## src/rtl/cpu_pkg.sv

```systemverilog
// Shared CPU front-end types: address/instruction widths, reset PC and the
// {pc, instruction} entry passed from fetch to decode.
package cpu_pkg;

  localparam int ADDR_WIDTH        = 32;
  localparam int INSTRUCTION_WIDTH = 32;
  localparam logic [ADDR_WIDTH-1:0] RESET_PC = 32'h0000_0000;

  typedef struct packed {
    logic [ADDR_WIDTH-1:0]        pc;
    logic [INSTRUCTION_WIDTH-1:0] instruction;
  } fetch_entry_t;

endpackage

```

## src/rtl/fetch_fifo.sv

```systemverilog
// Small synchronous FIFO of fetch entries. Flush wins over push and pop.
// A push into a full FIFO is accepted only when a pop happens in the same cycle.
module fetch_fifo
  import cpu_pkg::*;
#(
  parameter int DEPTH = 2,
  localparam int CW = $clog2(DEPTH + 1)
) (
  input  logic         clk,
  input  logic         rst,
  input  logic         flush,
  input  logic         push,
  input  fetch_entry_t push_entry,
  input  logic         pop,
  output logic         full,
  output logic         empty,
  output logic [CW-1:0] count,
  output fetch_entry_t head
);

  localparam int PW = $clog2(DEPTH);

  logic [PW-1:0] wr_ptr;
  logic [PW-1:0] rd_ptr;
  logic [CW-1:0] cnt;
  fetch_entry_t  store [DEPTH];
  logic          do_push;
  logic          do_pop;

  // Qualify requests against occupancy; pop frees the slot a full push needs.
  always_comb begin
    do_push = push && (!full || pop);
    do_pop  = pop && !empty;
  end

  // Pointer and occupancy control; DEPTH is a power of two so pointers wrap naturally.
  always_ff @(posedge clk or negedge rst) begin
    if (!rst) begin
      wr_ptr <= '0;
      rd_ptr <= '0;
      cnt    <= '0;
    end else if (flush) begin
      wr_ptr <= '0;
      rd_ptr <= '0;
      cnt    <= '0;
    end else begin
      if (do_push) wr_ptr <= wr_ptr + PW'(1);
      if (do_pop)  rd_ptr <= rd_ptr + PW'(1);
      cnt <= cnt + CW'(do_push) - CW'(do_pop);
    end
  end

  // Entry storage carries no reset; only valid entries are ever presented.
  always_ff @(posedge clk) begin
    if (do_push && !flush) store[wr_ptr] <= push_entry;
  end

  assign full  = (cnt == CW'(DEPTH));
  assign empty = (cnt == '0);
  assign count = cnt;
  assign head  = store[rd_ptr];

endmodule

```

## src/rtl/fetch_unit.sv

```systemverilog
// Instruction fetch: owns the PC, issues word reads under a credit limit,
// tags returning words with their PC and buffers them for the decoder.
// Redirects flush the buffer and turn every in-flight read into a drop.
module fetch_unit #(
  parameter logic [cpu_pkg::ADDR_WIDTH-1:0] RESET_PC = cpu_pkg::RESET_PC,
  parameter int FIFO_DEPTH = 2
) (
  input  logic                                  clk,
  input  logic                                  rst,
  output logic                                  imem_req_valid,
  input  logic                                  imem_req_ready,
  output logic [cpu_pkg::ADDR_WIDTH-1:0]        imem_req_addr,
  input  logic                                  imem_rsp_valid,
  input  logic [cpu_pkg::INSTRUCTION_WIDTH-1:0] imem_rsp_data,
  input  logic                                  redirect_valid,
  input  logic [cpu_pkg::ADDR_WIDTH-1:0]        redirect_pc,
  output logic                                  out_valid,
  input  logic                                  out_ready,
  output logic [cpu_pkg::INSTRUCTION_WIDTH-1:0] out_instruction,
  output logic [cpu_pkg::ADDR_WIDTH-1:0]        out_pc
);

  import cpu_pkg::*;

  localparam int AW = ADDR_WIDTH;
  localparam int CW = $clog2(FIFO_DEPTH + 1);
  localparam int SW = CW + 2;

  logic [AW-1:0] pc;
  logic [AW-1:0] rsp_pc;
  logic [CW-1:0] live;
  logic [CW-1:0] stale;
  logic          run;

  logic [CW-1:0] fifo_count;
  logic          fifo_full;
  logic          fifo_empty;
  logic          fifo_pop;
  fetch_entry_t  fifo_head;
  fetch_entry_t  push_entry;

  logic [SW-1:0] credit_sum;
  logic          credit_ok;
  logic          req_fire;
  logic          rsp_is_stale;
  logic          rsp_push;
  logic [AW-1:0] redir_pc;

  // Credit, handshake and response classification.
  always_comb begin
    credit_sum     = SW'(fifo_count) + SW'(live) + SW'(stale);
    credit_ok      = credit_sum < SW'(FIFO_DEPTH);
    imem_req_valid = run && !redirect_valid && credit_ok;
    req_fire       = imem_req_valid && imem_req_ready;
    rsp_is_stale   = (stale != '0);
    rsp_push       = imem_rsp_valid && !rsp_is_stale && !redirect_valid;
    redir_pc       = {redirect_pc[AW-1:2], 2'b00};
    fifo_pop       = out_ready && !fifo_empty;
    push_entry     = '{pc: rsp_pc, instruction: imem_rsp_data};
  end

  // Requests start the cycle after reset is released.
  always_ff @(posedge clk or negedge rst) begin
    if (!rst) run <= 1'b0;
    else      run <= 1'b1;
  end

  // PC, response PC and in-flight counters; a redirect overrides all other updates.
  always_ff @(posedge clk or negedge rst) begin
    if (!rst) begin
      pc     <= RESET_PC;
      rsp_pc <= RESET_PC;
      live   <= '0;
      stale  <= '0;
    end else if (redirect_valid) begin
      pc     <= redir_pc;
      rsp_pc <= redir_pc;
      stale  <= stale + live - CW'(imem_rsp_valid);
      live   <= '0;
    end else begin
      if (req_fire) pc <= pc + AW'(4);
      if (imem_rsp_valid && !rsp_is_stale) rsp_pc <= rsp_pc + AW'(4);
      stale <= stale - CW'(imem_rsp_valid && rsp_is_stale);
      live  <= live + CW'(req_fire) - CW'(imem_rsp_valid && !rsp_is_stale);
    end
  end

  fetch_fifo #(.DEPTH(FIFO_DEPTH)) u_fifo (
    .clk        (clk),
    .rst        (rst),
    .flush      (redirect_valid),
    .push       (rsp_push),
    .push_entry (push_entry),
    .pop        (fifo_pop),
    .full       (fifo_full),
    .empty      (fifo_empty),
    .count      (fifo_count),
    .head       (fifo_head)
  );

  assign imem_req_addr   = pc;
  assign out_valid       = !fifo_empty;
  assign out_instruction = fifo_head.instruction;
  assign out_pc          = fifo_head.pc;

  a_no_overflow: assert property (@(posedge clk) disable iff (!rst)
    !(rsp_push && fifo_full && !fifo_pop));
  a_live_bound: assert property (@(posedge clk) disable iff (!rst)
    live <= CW'(FIFO_DEPTH));
  a_stale_bound: assert property (@(posedge clk) disable iff (!rst)
    stale <= CW'(FIFO_DEPTH));
  a_rsp_expected: assert property (@(posedge clk) disable iff (!rst)
    imem_rsp_valid |-> (live != '0 || stale != '0));

endmodule

```

## config.mk

```make
export PLATFORM = sky130hd
export DESIGN_NAME = fetch_unit
export DESIGN_NICKNAME = d
export VERILOG_FILES = /design/src/rtl/cpu_pkg.sv /design/src/rtl/fetch_fifo.sv /design/src/rtl/fetch_unit.sv
export SDC_FILE = /design/constraint.sdc
export NUM_CORES = 1
export LEC_CHECK = 0
export BUFFER_PORTS_ARGS = -buffer_cell sky130_fd_sc_hd__clkbuf_2
export CELL_PAD_IN_SITES_DETAIL_PLACEMENT = 0
export CELL_PAD_IN_SITES_GLOBAL_PLACEMENT = 1
export CORE_UTILIZATION = 49
export CTS_CLUSTER_DIAMETER = 30
export DETAILED_ROUTE_END_ITERATION = 10
export PLACE_DENSITY_LB_ADDON = 0.1
export SLEW_MARGIN = 20
export SYNTH_ARGS = -nofsm -noshare
export SYNTH_HDL_FRONTEND = slang
export SYNTH_HIERARCHICAL = 1
export SYNTH_SLANG_ARGS = --single-unit
```

## constraint.sdc

```tcl
create_clock -name clk -period 17.29 [get_ports clk]
set_clock_uncertainty 0.2 [all_clocks]
set_input_delay 0.8645 -clock clk [delete_from_list [all_inputs] [get_ports clk]]
set_output_delay 0.8645 -clock clk [all_outputs]
set_load 0.1 [all_outputs]
```

**Yosys cells after proc, flatten, opt, wreduce, memory -nomap -nowiden**

Memory sizes are Yosys's and may differ from the RTL's.
Index checks and enable logic that the tools add are counted.

- Bits in registers: 73
- RAM bits: 128
- Input bits: 70
- Memories kept: 1

Memories:

| name | words | width | rd ports | clocked after memory_dff | wr ports | RTL line | RTL |
|---|---|---|---|---|---|---|---|
| u_fifo.store | 2 | 64 | 1 | 0 | 1 | fetch_fifo.sv:26 | `fetch_entry_t store [DEPTH];` |

- Add/sub/neg operators: 13
- Magnitude comparators: 1
- Equality and inequality tests: 1
- Mux-type cells: 13
- Reductions and logical operators: 21

Operators with widths:

| kind | number |
|---|---|
| $mux 32 | 4 |
| $add 32x3->32 const B | 2 |
| $logic_and 1x1->1 | 10 |
| $reduce_bool 2->1 | 5 |
| $sub 2x1->2 | 4 |
| $mux 1 | 6 |
| $mux 2 | 3 |
| $add 2x1->2 | 2 |
| $add 3x2->4 | 1 |
| $logic_not 1->1 | 4 |
| $lt 4x2->1 const B | 1 |
| $add 2x2->3 | 1 |
| $add 1x1->1 const B | 2 |
| $add 2x2->2 | 1 |
| $eq 2x2->1 const B | 1 |
| $logic_not 2->1 | 1 |
| $logic_or 1x1->1 | 1 |

**Longest topological paths before layout**

Gate-level depths: netlist (run 1).

- Depth in word-level cells: 8
- Mapped depth: 14
- Depth with buffers taken out: 13

**Cells and area by module**

Netlist (run 1), hierarchy kept.

By module, submodules not included:

| module | instances | cells an instance | area each (um2) |
|---|---|---|---|
| fetch_fifo | 1 | 222 | 5071.1 |
| fetch_unit | 1 | 387 | 3906.2 |

**Worst setup path before layout (run 1)**

OpenSTA, ideal clock, no wires.

- Kind: input-to-reg
- Start: input port redirect_valid
- End: memory u_fifo/store[1][0] (netlist name) (enable)
- Library setup time: 0.578 ns
- Arrival time: 6.674 ns
- Data required time: 16.512 ns
- Path slack: 9.838 ns
- Stages: 7
- Path buffers: 3
- Path through: buf_6 -> inv_1 -> clkbuf_1 -> clkbuf_1 -> and2_1 -> o21ai_4 -> nor3b_1

- Longest elaborated chain between the ends: 6

Ends and longest elaborated chain:

| element | RTL line | RTL |
|---|---|---|
| start, declared | fetch_unit.sv:15 | `input logic redirect_valid,` |
| $logic_not 1->1 | fetch_unit.sv:56 | `rsp_push = imem_rsp_valid && !rsp_is_stale && !redirect_valid;` |
| $logic_and 1x1->1 | fetch_unit.sv:56 |  |
| via rsp_push | fetch_unit.sv:46 | `logic rsp_push;` |
| $logic_and 1x1->1 | fetch_fifo.sv:32 | `do_push = push && (!full \|\| pop);` |
| $logic_and 1x1->1 | fetch_fifo.sv:55 | `if (do_push && !flush) store[wr_ptr] <= push_entry;` |
| $mux 1 | fetch_fifo.sv:55 |  |
| $mux 1 (not written as such) | fetch_fifo.sv:55 |  |
| end, declared | fetch_fifo.sv:26 |  |

The timed path passes the listed nets, and every way through them passes these cells.

**Final worst setup path (run 1)**

- Start: register stale[1]
- End: output port imem_req_valid

- Longest elaborated chain between the ends: 3

Ends and longest elaborated chain:

| element | RTL line | RTL |
|---|---|---|
| start, declared | fetch_unit.sv:32 | `logic [CW-1:0] stale;` |
| start signal, assigned | fetch_unit.sv:78 | `stale <= stale + live - CW'(imem_rsp_valid);` |
| start signal, assigned | fetch_unit.sv:83 | `stale <= stale - CW'(imem_rsp_valid && rsp_is_stale);` |
| $add 3x2->4 | fetch_unit.sv:51 | `credit_sum = SW'(fifo_count) + SW'(live) + SW'(stale);` |
| $lt 4x2->1 | fetch_unit.sv:52 | `credit_ok = credit_sum < SW'(FIFO_DEPTH);` |
| $logic_and 1x1->1 | fetch_unit.sv:53 | `imem_req_valid = run && !redirect_valid && credit_ok;` |
| end, declared | fetch_unit.sv:10 | `output logic imem_req_valid,` |

No other way between the ends.

==> summary.md, run 1 <==
| Metric | Value |
|---|---|
| Outcome | `finished clean` |
| Crit share post-route | `0.221` |
| Initial DRT Pass Iterations | `4` |
| CP Capture Type | `output pin` |
| Nets | `860` |
| HP Class | `reg -> reg` |
| Post-synthesis cell area | `0.00897 mm2` |
| Initial Utilization | `0.500` |
| Tot Pwr | `1.19 mW` |
| All-layer global routing usage | `0.192` |
| Worst slack, placed | `13.83 ns` |
| Fin crit period | `3.82 ns` |
| Row cnt | `49` |
| Crit path launch | `stale[1]` |
| Post-DP Area | `0.00998 mm2` |
| CTS Root Cell | `clkbuf_16` |
| Total grt overflow | `0` |
| Worst vdd ir | `0.0000748 V` |
| Critical Path RT | `16.23 ns` |
| Per-cell routed wire length | `17.2 um` |
| Post-CTS setup buffers | `0` |
| Sink Count | `197` |
| Placed cells | `987` |
| Crit-path max FO | `5` |
| Multi-input logic area | `0.00319 mm2` |
| Leak | `4.22 nW` |
| Vias in the first global route | `5,161` |
| Antenna-violating nets left | `0` |
| Area Overhead vs Synth | `17.7%` |
| Rel. slew slack | `0.274` |
| Worst skew pair latency | `0.43 ns` |
| Post_cts resized | `0` |
| Die Y-Extent | `137 um` |
| RSZ-0062 raised after global routing | `no` |
| CTS tree | `built` |
| HP Start | `rsp_pc[31]` |
| Register area | `0.00557 mm2` |
| Commonest non-fill, non-tap cell in the layout | `clkbuf_2` |
| FILL cells | `1,493` |
| Share of cells above drive strength 1 | `0.394` |
| Least-Margin Pin Slew | `1.09 ns` |
| First-pass GRT wire length | `27,200 um` |
| Area of the die | `0.0189 mm2` |
| Register clock-pin slew on the reported worst setup and hold paths | `0.07 ns` |
| Io pins | `168` |
| Via count | `5,379` |
| Critical path arrival | `2.76 ns` |
| Core area | `0.0180 mm2` |
| Setup CP Type | `reg -> out` |
| Most frequent cells in the layout | `clkbuf_2, edfxtp_1, dfrtp_1` |
| Syn_area_per_cell | `14.8 um2` |
| Max Buffers Root-to-Sink | `2` |
| Wirelength, routed | `17,500 um` |
| Fin worst setup slack | `13.47 ns` |
| Cts bufs inserted | `17` |
| Die span in x | `137 um` |
| Fin Setup TNS | `0 ns` |
| Final hold vios | `0` |
| Detail Placement HPWL | `12,000 um` |
| FMAX | `262 MHz` |
| Max_cap viols | `0` |
| Endpoints failing setup | `0` |
| Largest net degree at the start of global routing | `70` |
| Htree depth | `4` |
| Finished Layout Cells | `1,019` |
| Worst Setup Start Kind | `flop` |
| Post-route cell area | `0.0106 mm2` |
| Hold_buf cts | `0` |
| Reg2reg start | `stale[1]` |
| Initial DRC count | `334` |
| Yosys warns | `6` |
| PwrDens | `112 mW/mm2` |
| GP Congestion | `0.796` |
| Cells after Synth | `608` |
| PortBufs | `163` |
| Initial antenna violation count | `0` |
| Ant. Diodes | `0` |
| Drt via density | `5.28` |
| Final slew viol count | `0` |
| Drt drc | `0` |
## final timing paths
check,end,slack (ns),depth (start not counted)
setup / recovery,imem_req_valid,13.47,7
hold / removal,u_fifo/store[1][63],0.30,0
setup reg to reg,live[1],13.87,13
hold reg to reg,u_fifo/store[1][63],0.30,0
max in group asynchronous,u_fifo/rd_ptr,15.75,2
min in group asynchronous,imem_req_addr[17],0.44,2
## per-stage QoR
stage,util,hold slack (ns)
6_report,0.588,0.301
5_1_grt,0.588,0.314
3_3_place_gp,0.556,0.277
3_5_place_dp,0.556,0.283
4_1_cts,0.588,0.301
2_1_floorplan,-,0.256
## where the power goes
part           switching (mW)  leakage [nW]  internal [mW]
Sequential             0.0306          1.95          0.533
Combinational           0.174          1.98         0.0680
Clock                   0.187         0.284          0.193
## layer usage
layer  part of all wire  GRT usage  vias to the layer above
met4              0.012     0.0623                        0
li1                   -          -                     2573
met3              0.054     0.0416                       15
met5                  0          0                        -
met1               0.47      0.273                     2645
met2               0.46      0.292                      146
## registers in the layout, indices dropped and copies added (netlist names)
| register | cells |
|---|---|
| rsp_pc | 30 |
| u_fifo/store | 128 |
| run | 1 |
| u_fifo/rd_ptr | 1 |
| live | 2 |
| imem_req_addr | 30 |
| u_fifo/wr_ptr | 1 |
| u_fifo/count | 2 |
| stale | 2 |
## layout make-up
type | instances | area share
clock buffers | 17 | 0.0403
clock inverters | 15 | 0.0146
inverters | 18 | 0.00640
multi-input cells | 374 | 0.302
flip-flops and latches | 197 | 0.528
well taps | 229 | 0.0271
repair buffers | 169 | 0.0815
## worst max-delay path, cell delays in order (launching register included)
cell and delay, ns:
dfrtp_1 0.45, inv_1 0.10, fa_1 0.50, inv_1 0.04, ha_1 0.31, nor4b_4 0.30, and2_1 0.17, clkbuf_2 0.45
Note: power is estimated with default switching activity, not from simulation.
==> run 2, diff against run 1 <==
- ABC_AREA: not set -> 1
- CORE_UTILIZATION: 49 -> 43
- clock period: 17.29 -> 3.75 ns (I/O delays scaled with it)
==> run 2 against run 1 <==
- utilization down 4.0 points
- clock power rose to 4.8 times the previous value
- non-clock buffer count up 71
- highest routed layer unchanged
==> summary.md, run 2 <==
| Metric | Value |
|---|---|
| Outcome | `finished clean (unchanged)` |
| Via count | `7,770 (was 5,379)` |
| Yosys warns | `6 (unchanged)` |
| Syn_area_per_cell | `8.88 um2 (was 14.8 um2)` |
| CTS Root Cell | `clkbuf_16 (unchanged)` |
| Antenna-violating nets left | `0 (unchanged)` |
| Row cnt | `54 (was 49)` |
| Drt via density | `4.83 (was 5.28)` |
| Rel. slew slack | `0.504 (was 0.274)` |
| HP Class | `in -> reg (was reg -> reg)` |
| Nets | `1,398 (was 860)` |
| PortBufs | `163 (unchanged)` |
| Int Power | `3.96 mW (was 794 uW)` |
| Wirelength, routed | `23,900 um (was 17,500 um)` |
| PwrDens | `564 mW/mm2 (was 112 mW/mm2)` |
| Die Y-Extent | `152 um (was 137 um)` |
| Final slew viol count | `0 (unchanged)` |
| Vias in the first global route | `7,239 (was 5,161)` |
| Register area | `0.00557 mm2 (about the same)` |
| Max Buffers Root-to-Sink | `2 (unchanged)` |
| Core area | `0.0219 mm2 (was 0.0180 mm2)` |
| Worst Setup Start Kind | `flop (unchanged)` |
| Switch share | `0.415 (was 0.330)` |
| FILL cells | `2,069 (was 1,493)` |
| Share of cells above drive strength 1 | `0.181 (was 0.394)` |
| Leak | `5.36 nW (was 4.22 nW)` |
| Crit share post-route | `0.787` |
| Io pins | `168 (unchanged)` |
| Max_cap viols | `0 (unchanged)` |
| Most frequent cells in the layout | `nand2_1, clkbuf_2, edfxtp_1 (was clkbuf_2, edfxtp_1, dfrtp_1)` |
| Reg with most FFs | `u_fifo/store (unchanged)` |
| Detail Placement HPWL | `16,200 um (was 12,000 um)` |
| Cts bufs inserted | `17 (unchanged)` |
| Met3 GRT Util | `0.0296 (was 0.0416)` |
| Initial Utilization | `0.439 (was 0.500)` |
| Post_cts resized | `0 (unchanged)` |
| Logic pwr share | `0.307 (was 0.204)` |
| Ant. Diodes | `0 (unchanged)` |
| First-pass GRT wire length | `37,500 um (was 27,200 um)` |
| Max reg flops | `128 (unchanged)` |
| Setup CP Type | `reg -> reg (was reg -> out)` |
| Per-cell routed wire length | `14.8 um (was 17.2 um)` |
| Drt drc | `0 (unchanged)` |
| Area of the die | `0.0230 mm2 (was 0.0189 mm2)` |
| Sink Count | `197 (unchanged)` |
| Met2 Use GR | `0.349 (was 0.292)` |
| Endpoints failing setup | `0 (unchanged)` |
| Worst skew pair latency | `0.43 ns (about the same)` |
| Sequential share of power | `0.423 (was 0.475)` |
| Initial antenna violation count | `0 (unchanged)` |
| Total grt overflow | `0 (unchanged)` |
| RSZ-0062 raised after global routing | `no (unchanged)` |
| P_sw | `2.81 mW (was 392 uW)` |
| CTS tree | `built (unchanged)` |
| GR peak layer | `met2 (unchanged)` |
| All-layer global routing usage | `0.213 (was 0.192)` |
| Final hold vios | `0 (unchanged)` |
| Initial DRT Pass Iterations | `5 (was 4)` |
| Crit-path max FO | `28 (was 5)` |
| Worst vdd ir | `0.000325 V (was 0.0000748 V)` |
| Htree depth | `4 (unchanged)` |
| Worst R2R Setup Slack | `0.80 ns (was 13.87 ns)` |
| Final hold slack | `0.0244 ns (was 0.301 ns)` |
| CP Capture Type | `flop (was output pin)` |
| Area Overhead vs Synth | `24.7% (was 17.7%)` |
| Multi-input logic area | `0.00353 mm2 (was 0.00319 mm2)` |
| Cells after Synth | `1,083 (was 608)` |
| M1 GR Usage | `0.297 (was 0.273)` |
| Initial DRC count | `369 (was 334)` |
| Die span in x | `152 um (was 137 um)` |
| GP Congestion | `0.864 (was 0.796)` |
| Least-Margin Pin Slew | `0.744 ns (was 1.09 ns)` |
| Largest net degree at the start of global routing | `66 (was 70)` |
| Fin Setup TNS | `0 ns (unchanged)` |
| Fin crit period | `2.95 ns` |
| Critical path arrival | `3.08 ns (was 2.76 ns)` |
| Commonest non-fill, non-tap cell in the layout | `nand2_1 (was clkbuf_2)` |
| Critical Path RT | `3.88 ns (was 16.23 ns)` |
| Post-synthesis cell area | `0.00962 mm2 (was 0.00897 mm2)` |
| Register clock-pin slew on the reported worst setup and hold paths | `0.08 ns (was 0.07 ns)` |
| Clock share of power | `0.270 (was 0.321)` |
| FMAX | `339 MHz` |
[run 2: changes by cell type in the layout (fill, tap and decap cells not counted), moves of 10 or more]
cell,delta
a21oi_1,+24
and3_1,-12
dlygate4sd3_1,+67
inv_1,+68
mux2_2,-44
mux2_4,-51
nand2_1,+396
nand3_1,+59
nand4_1,-10
nor2_1,+76
nor4_1,-11
o21ai_0,+16
xnor2_1,-34
[run 2: final timing paths]
path / start / endpoint / cells after the start
min in group asynchronous: rst / imem_req_addr[30] / 3
setup / recovery: stale[1] / imem_req_addr[23] / 12
hold / removal: imem_req_ready / imem_req_addr[15] / 4
hold reg to reg: rsp_pc[29] / u_fifo/store[0][61] / 0
max in group asynchronous: rst / rsp_pc[25] / 4
setup reg to reg: stale[1] / imem_req_addr[23] / 12
[run 2: final cells by class]
cell class                 instances  area share
clock buffer                      17      0.0355
clock inverter                    15      0.0145
inverter                          94      0.0294
multi-input combinational        765       0.294
sequential                       197       0.465
tap                              280      0.0292
timing repair buffer             240       0.132
[run 2: worst max-delay path, stage by stage, from the launching register on]
cell      delay (ns)
dfrtp_1         0.46
inv_1           0.11
fa_1            0.50
inv_1           0.04
ha_1            0.33
nor2_4          0.11
nand3b_4        0.19
nand2_4         0.34
inv_2           0.26
nor2_1          0.14
nand2_1         0.06
nand2_1         0.05
inv_1           0.04
[run 2: stage by stage]
step | cell area (um2) | std cells | utilization | setup slack (ns) | power, mW
after CTS | 12000 | 1608 | 0.548 | 0.756 | 6.82
after floorplan | 9640 | 1088 | - | 0.216 | 4.49
after global placement | 10700 | 1509 | 0.490 | 0.780 | 4.92
after detailed placement | 10700 | 1509 | 0.490 | 0.768 | 4.94
after global routing | 12000 | 1608 | 0.548 | 0.567 | 7.09
final | 12000 | 1608 | 0.548 | 0.797 | 6.77
[run 2: layer usage]
metal	vias to the layer above	wire length [um]	share of wire
met3	18	1100	0.046
met5	-	0	0
li1	3997	-	-
met4	0	246	0.010
met2	179	11300	0.47
met1	3576	11200	0.47
[run 2: power by group through the flow]
stage	Combinational [mW]	Sequential, mW	Clock [mW]
floorplan	1.18	3.32	0
global placement	2.02	2.90	0
detailed placement	2.03	2.90	0
CTS	2.09	2.86	1.87
global route	2.26	2.90	1.94
finish	2.08	2.86	1.83
[run 2: what timing repair did]
item | 4_1_cts | 5_1_grt
hold endpoints to repair | 161 | 0
setup buffers | 0 | 0
hold buffers | 67 | 0
==> run 3, diff against run 2 <==
- clock period: 3.75 -> 2.85 ns (I/O delays scaled with it)
==> run 3 against run 2 <==
- sequential power is 31% higher
- worst hold slack gained 0.014 ns
- die area unchanged
- combinational power rose by 46%
- via count decreased by 0.26%
- utilization is 4.7 points higher
- cell count rose by 0.19%
- largest power group unchanged
==> summary.md, run 3 (synthesis results as in run 2) <==
| Metric | Value |
|---|---|
| Outcome | `finished clean (unchanged)` |
| Most frequent cells in the layout | `nand2_1, edfxtp_1, clkbuf_2 (was nand2_1, clkbuf_2, edfxtp_1)` |
| Nets | `1,401 (was 1,398)` |
| Reg2reg start | `live[1] (was stale[1])` |
| Commonest non-fill, non-tap cell in the layout | `nand2_1 (unchanged)` |
| Met2 wire len | `11,100 um (was 11,300 um)` |
| Total grt overflow | `0 (unchanged)` |
| Max reg flops | `128 (unchanged)` |
| Hold Path End | `rsp_pc[23] (was imem_req_addr[15])` |
| Worst reg2reg endpoint | `live[1] (was imem_req_addr[23])` |
| Setup CP Type | `reg -> out (was reg -> reg)` |
| Sink Count | `197 (unchanged)` |
| Final hold vios | `0 (unchanged)` |
| Final slew viol count | `0 (unchanged)` |
| Die span in x | `152 um (unchanged)` |
| M1 WL | `11,200 um (about the same)` |
| Crit-path max FO | `3 (was 28)` |
| Fin crit period | `2.65 ns` |
| PwrDens | `710 mW/mm2 (was 564 mW/mm2)` |
| Share of cells above drive strength 1 | `0.185 (was 0.181)` |
| Worst Reg-to-Reg Cells | `11 (was 12)` |
| Worst Setup Start Kind | `flop (unchanged)` |
| Initial Utilization | `0.439 (unchanged)` |
| Row cnt | `54 (unchanged)` |
| Initial antenna violation count | `0 (unchanged)` |
| Fin worst setup slack | `0.198 ns (was 0.797 ns)` |
| Io pins | `168 (unchanged)` |
| Endpoints failing setup | `0 (unchanged)` |
| First-pass GRT wire length | `37,400 um (was 37,500 um)` |
| Critical path arrival | `2.31 ns (was 3.08 ns)` |
| Routed wl met3 | `1270 um (was 1100 um)` |
| Worst skew pair latency | `0.44 ns (was 0.43 ns)` |
| Largest net degree at the start of global routing | `66 (unchanged)` |
| Die Y-Extent | `152 um (unchanged)` |
| HP Start | `imem_rsp_valid (was imem_req_ready)` |
| Drt via density | `4.81 (was 4.83)` |
| Core area | `0.0219 mm2 (unchanged)` |
| HP Class | `in -> reg (unchanged)` |
| Register clock-pin slew on the reported worst setup and hold paths | `0.08 ns (about the same)` |
| Crit path launch | `live[1] (was stale[1])` |
| Via count | `7,750 (was 7,770)` |
| PortBufs | `163 (unchanged)` |
| Reg with most FFs | `u_fifo/store (unchanged)` |
| Htree depth | `4 (unchanged)` |
| Initial DRT Pass Iterations | `5 (unchanged)` |
| Max_cap viols | `0 (unchanged)` |
| CTS tree | `built (unchanged)` |
| Ant. Diodes | `0 (unchanged)` |
| CTS Root Cell | `clkbuf_16 (unchanged)` |
| Leak | `5.72 nW (was 5.36 nW)` |
| Top layer in use | `met4 (unchanged)` |
| Area of the die | `0.0230 mm2 (unchanged)` |
| Post-CTS setup buffers | `0 (unchanged)` |
| Crit share post-route | `0.931` |
| Worst R2R Setup Slack | `0.22 ns (was 0.80 ns)` |
| Area Overhead vs Synth | `35.3% (was 24.7%)` |
| Critical Path RT | `2.51 ns (was 3.88 ns)` |
| Vias in the first global route | `7,266 (was 7,239)` |
| Detail Placement HPWL | `16,400 um (was 16,200 um)` |
| Fin Setup TNS | `0 ns (unchanged)` |
| Least-Margin Pin Slew | `0.736 ns (was 0.744 ns)` |
| Initial DRC count | `431 (was 369)` |
| Post_cts resized | `0 (unchanged)` |
| FMAX | `377 MHz` |
| Per-cell routed wire length | `14.8 um (about the same)` |
| CP Capture Type | `output pin (was flop)` |
| Drt drc | `0 (unchanged)` |
| Antenna-violating nets left | `0 (unchanged)` |
| GP Congestion | `0.851 (was 0.864)` |
| Max Buffers Root-to-Sink | `2 (unchanged)` |
| Worst vdd ir | `0.000502 V (was 0.000325 V)` |
| Wirelength, routed | `23,800 um (was 23,900 um)` |
| Rel. slew slack | `0.509 (was 0.504)` |
| Hold_buf cts | `65 (was 67)` |
| Cts bufs inserted | `17 (unchanged)` |
| All-layer global routing usage | `0.213 (about the same)` |
| Worst slack, placed | `0.221 ns (was 0.768 ns)` |
| RSZ-0062 raised after global routing | `no (unchanged)` |
| WHS Path Cells | `5 (was 4)` |
[run 3: cell count changes in the layout (fill, tap and decap cells not counted), sizes merged]
cell / before / now
buf: 11 / 81
clkinvlp: 0 / 1
inv: 103 / 101
bufinv: 0 / 1
clkbuf: 179 / 114
dlygate4sd3: 67 / 65
[run 3: cell type report]
class	count	area, um2
Clock buffer	17	425
Clock inverter	15	180
Fill cell	1929	8880
Inverter	94	357
Multi-Input combinational cell	765	3530
Sequential cell	197	5570
Tap cell	280	350
Timing Repair Buffer	243	2590
[run 3: stage by stage]
| step | instances | utilization | cell area (um2) | hold slack [ns] | total power, mW |
|---|---|---|---|---|---|
| floorplan | 1088 | - | 9660 | -0.353 | 5.93 |
| global placement | 1514 | 0.537 | 11800 | 0.00638 | 6.75 |
| detailed placement | 1514 | 0.537 | 11800 | 0.00436 | 6.78 |
| CTS | 1611 | 0.594 | 13000 | 0.0278 | 9.29 |
| global route | 1611 | 0.594 | 13000 | 0.0393 | 9.67 |
| finish | 1611 | 0.594 | 13000 | 0.0385 | 9.23 |
[run 3: worst max-delay path by stage]
stage,to,slack (ns),cells after the start
5_1_grt,live[1],0.05,12
3_3_place_gp,live[1],0.23,11
6_report,imem_req_valid,0.20,6
4_1_cts,imem_req_valid,0.17,6
3_5_place_dp,live[1],0.22,11
2_1_floorplan,u_fifo/store[1][0],0.02,6
[run 3: metal layers]
layer  vias to the layer above  global-route usage
met4                         0              0.0535
met2                       202               0.351
met3                        20              0.0344
li1                       3985                   -
met1                      3543               0.292
met5                         -                   0
[run 3: power breakdown]
| part | switching, mW | internal (mW) | leakage, nW |
|---|---|---|---|
| Combinational | 2.17 | 0.869 | 3.43 |
| Clock | 1.18 | 1.26 | 0.296 |
| Sequential | 0.368 | 3.38 | 1.99 |
[run 3: critical path: stages (launching register included)]
cell     delay (ns)
dfrtp_1        0.39
inv_1          0.07
fa_1           0.53
inv_1          0.04
ha_1           0.35
nor3_4         0.17
buf_4          0.31
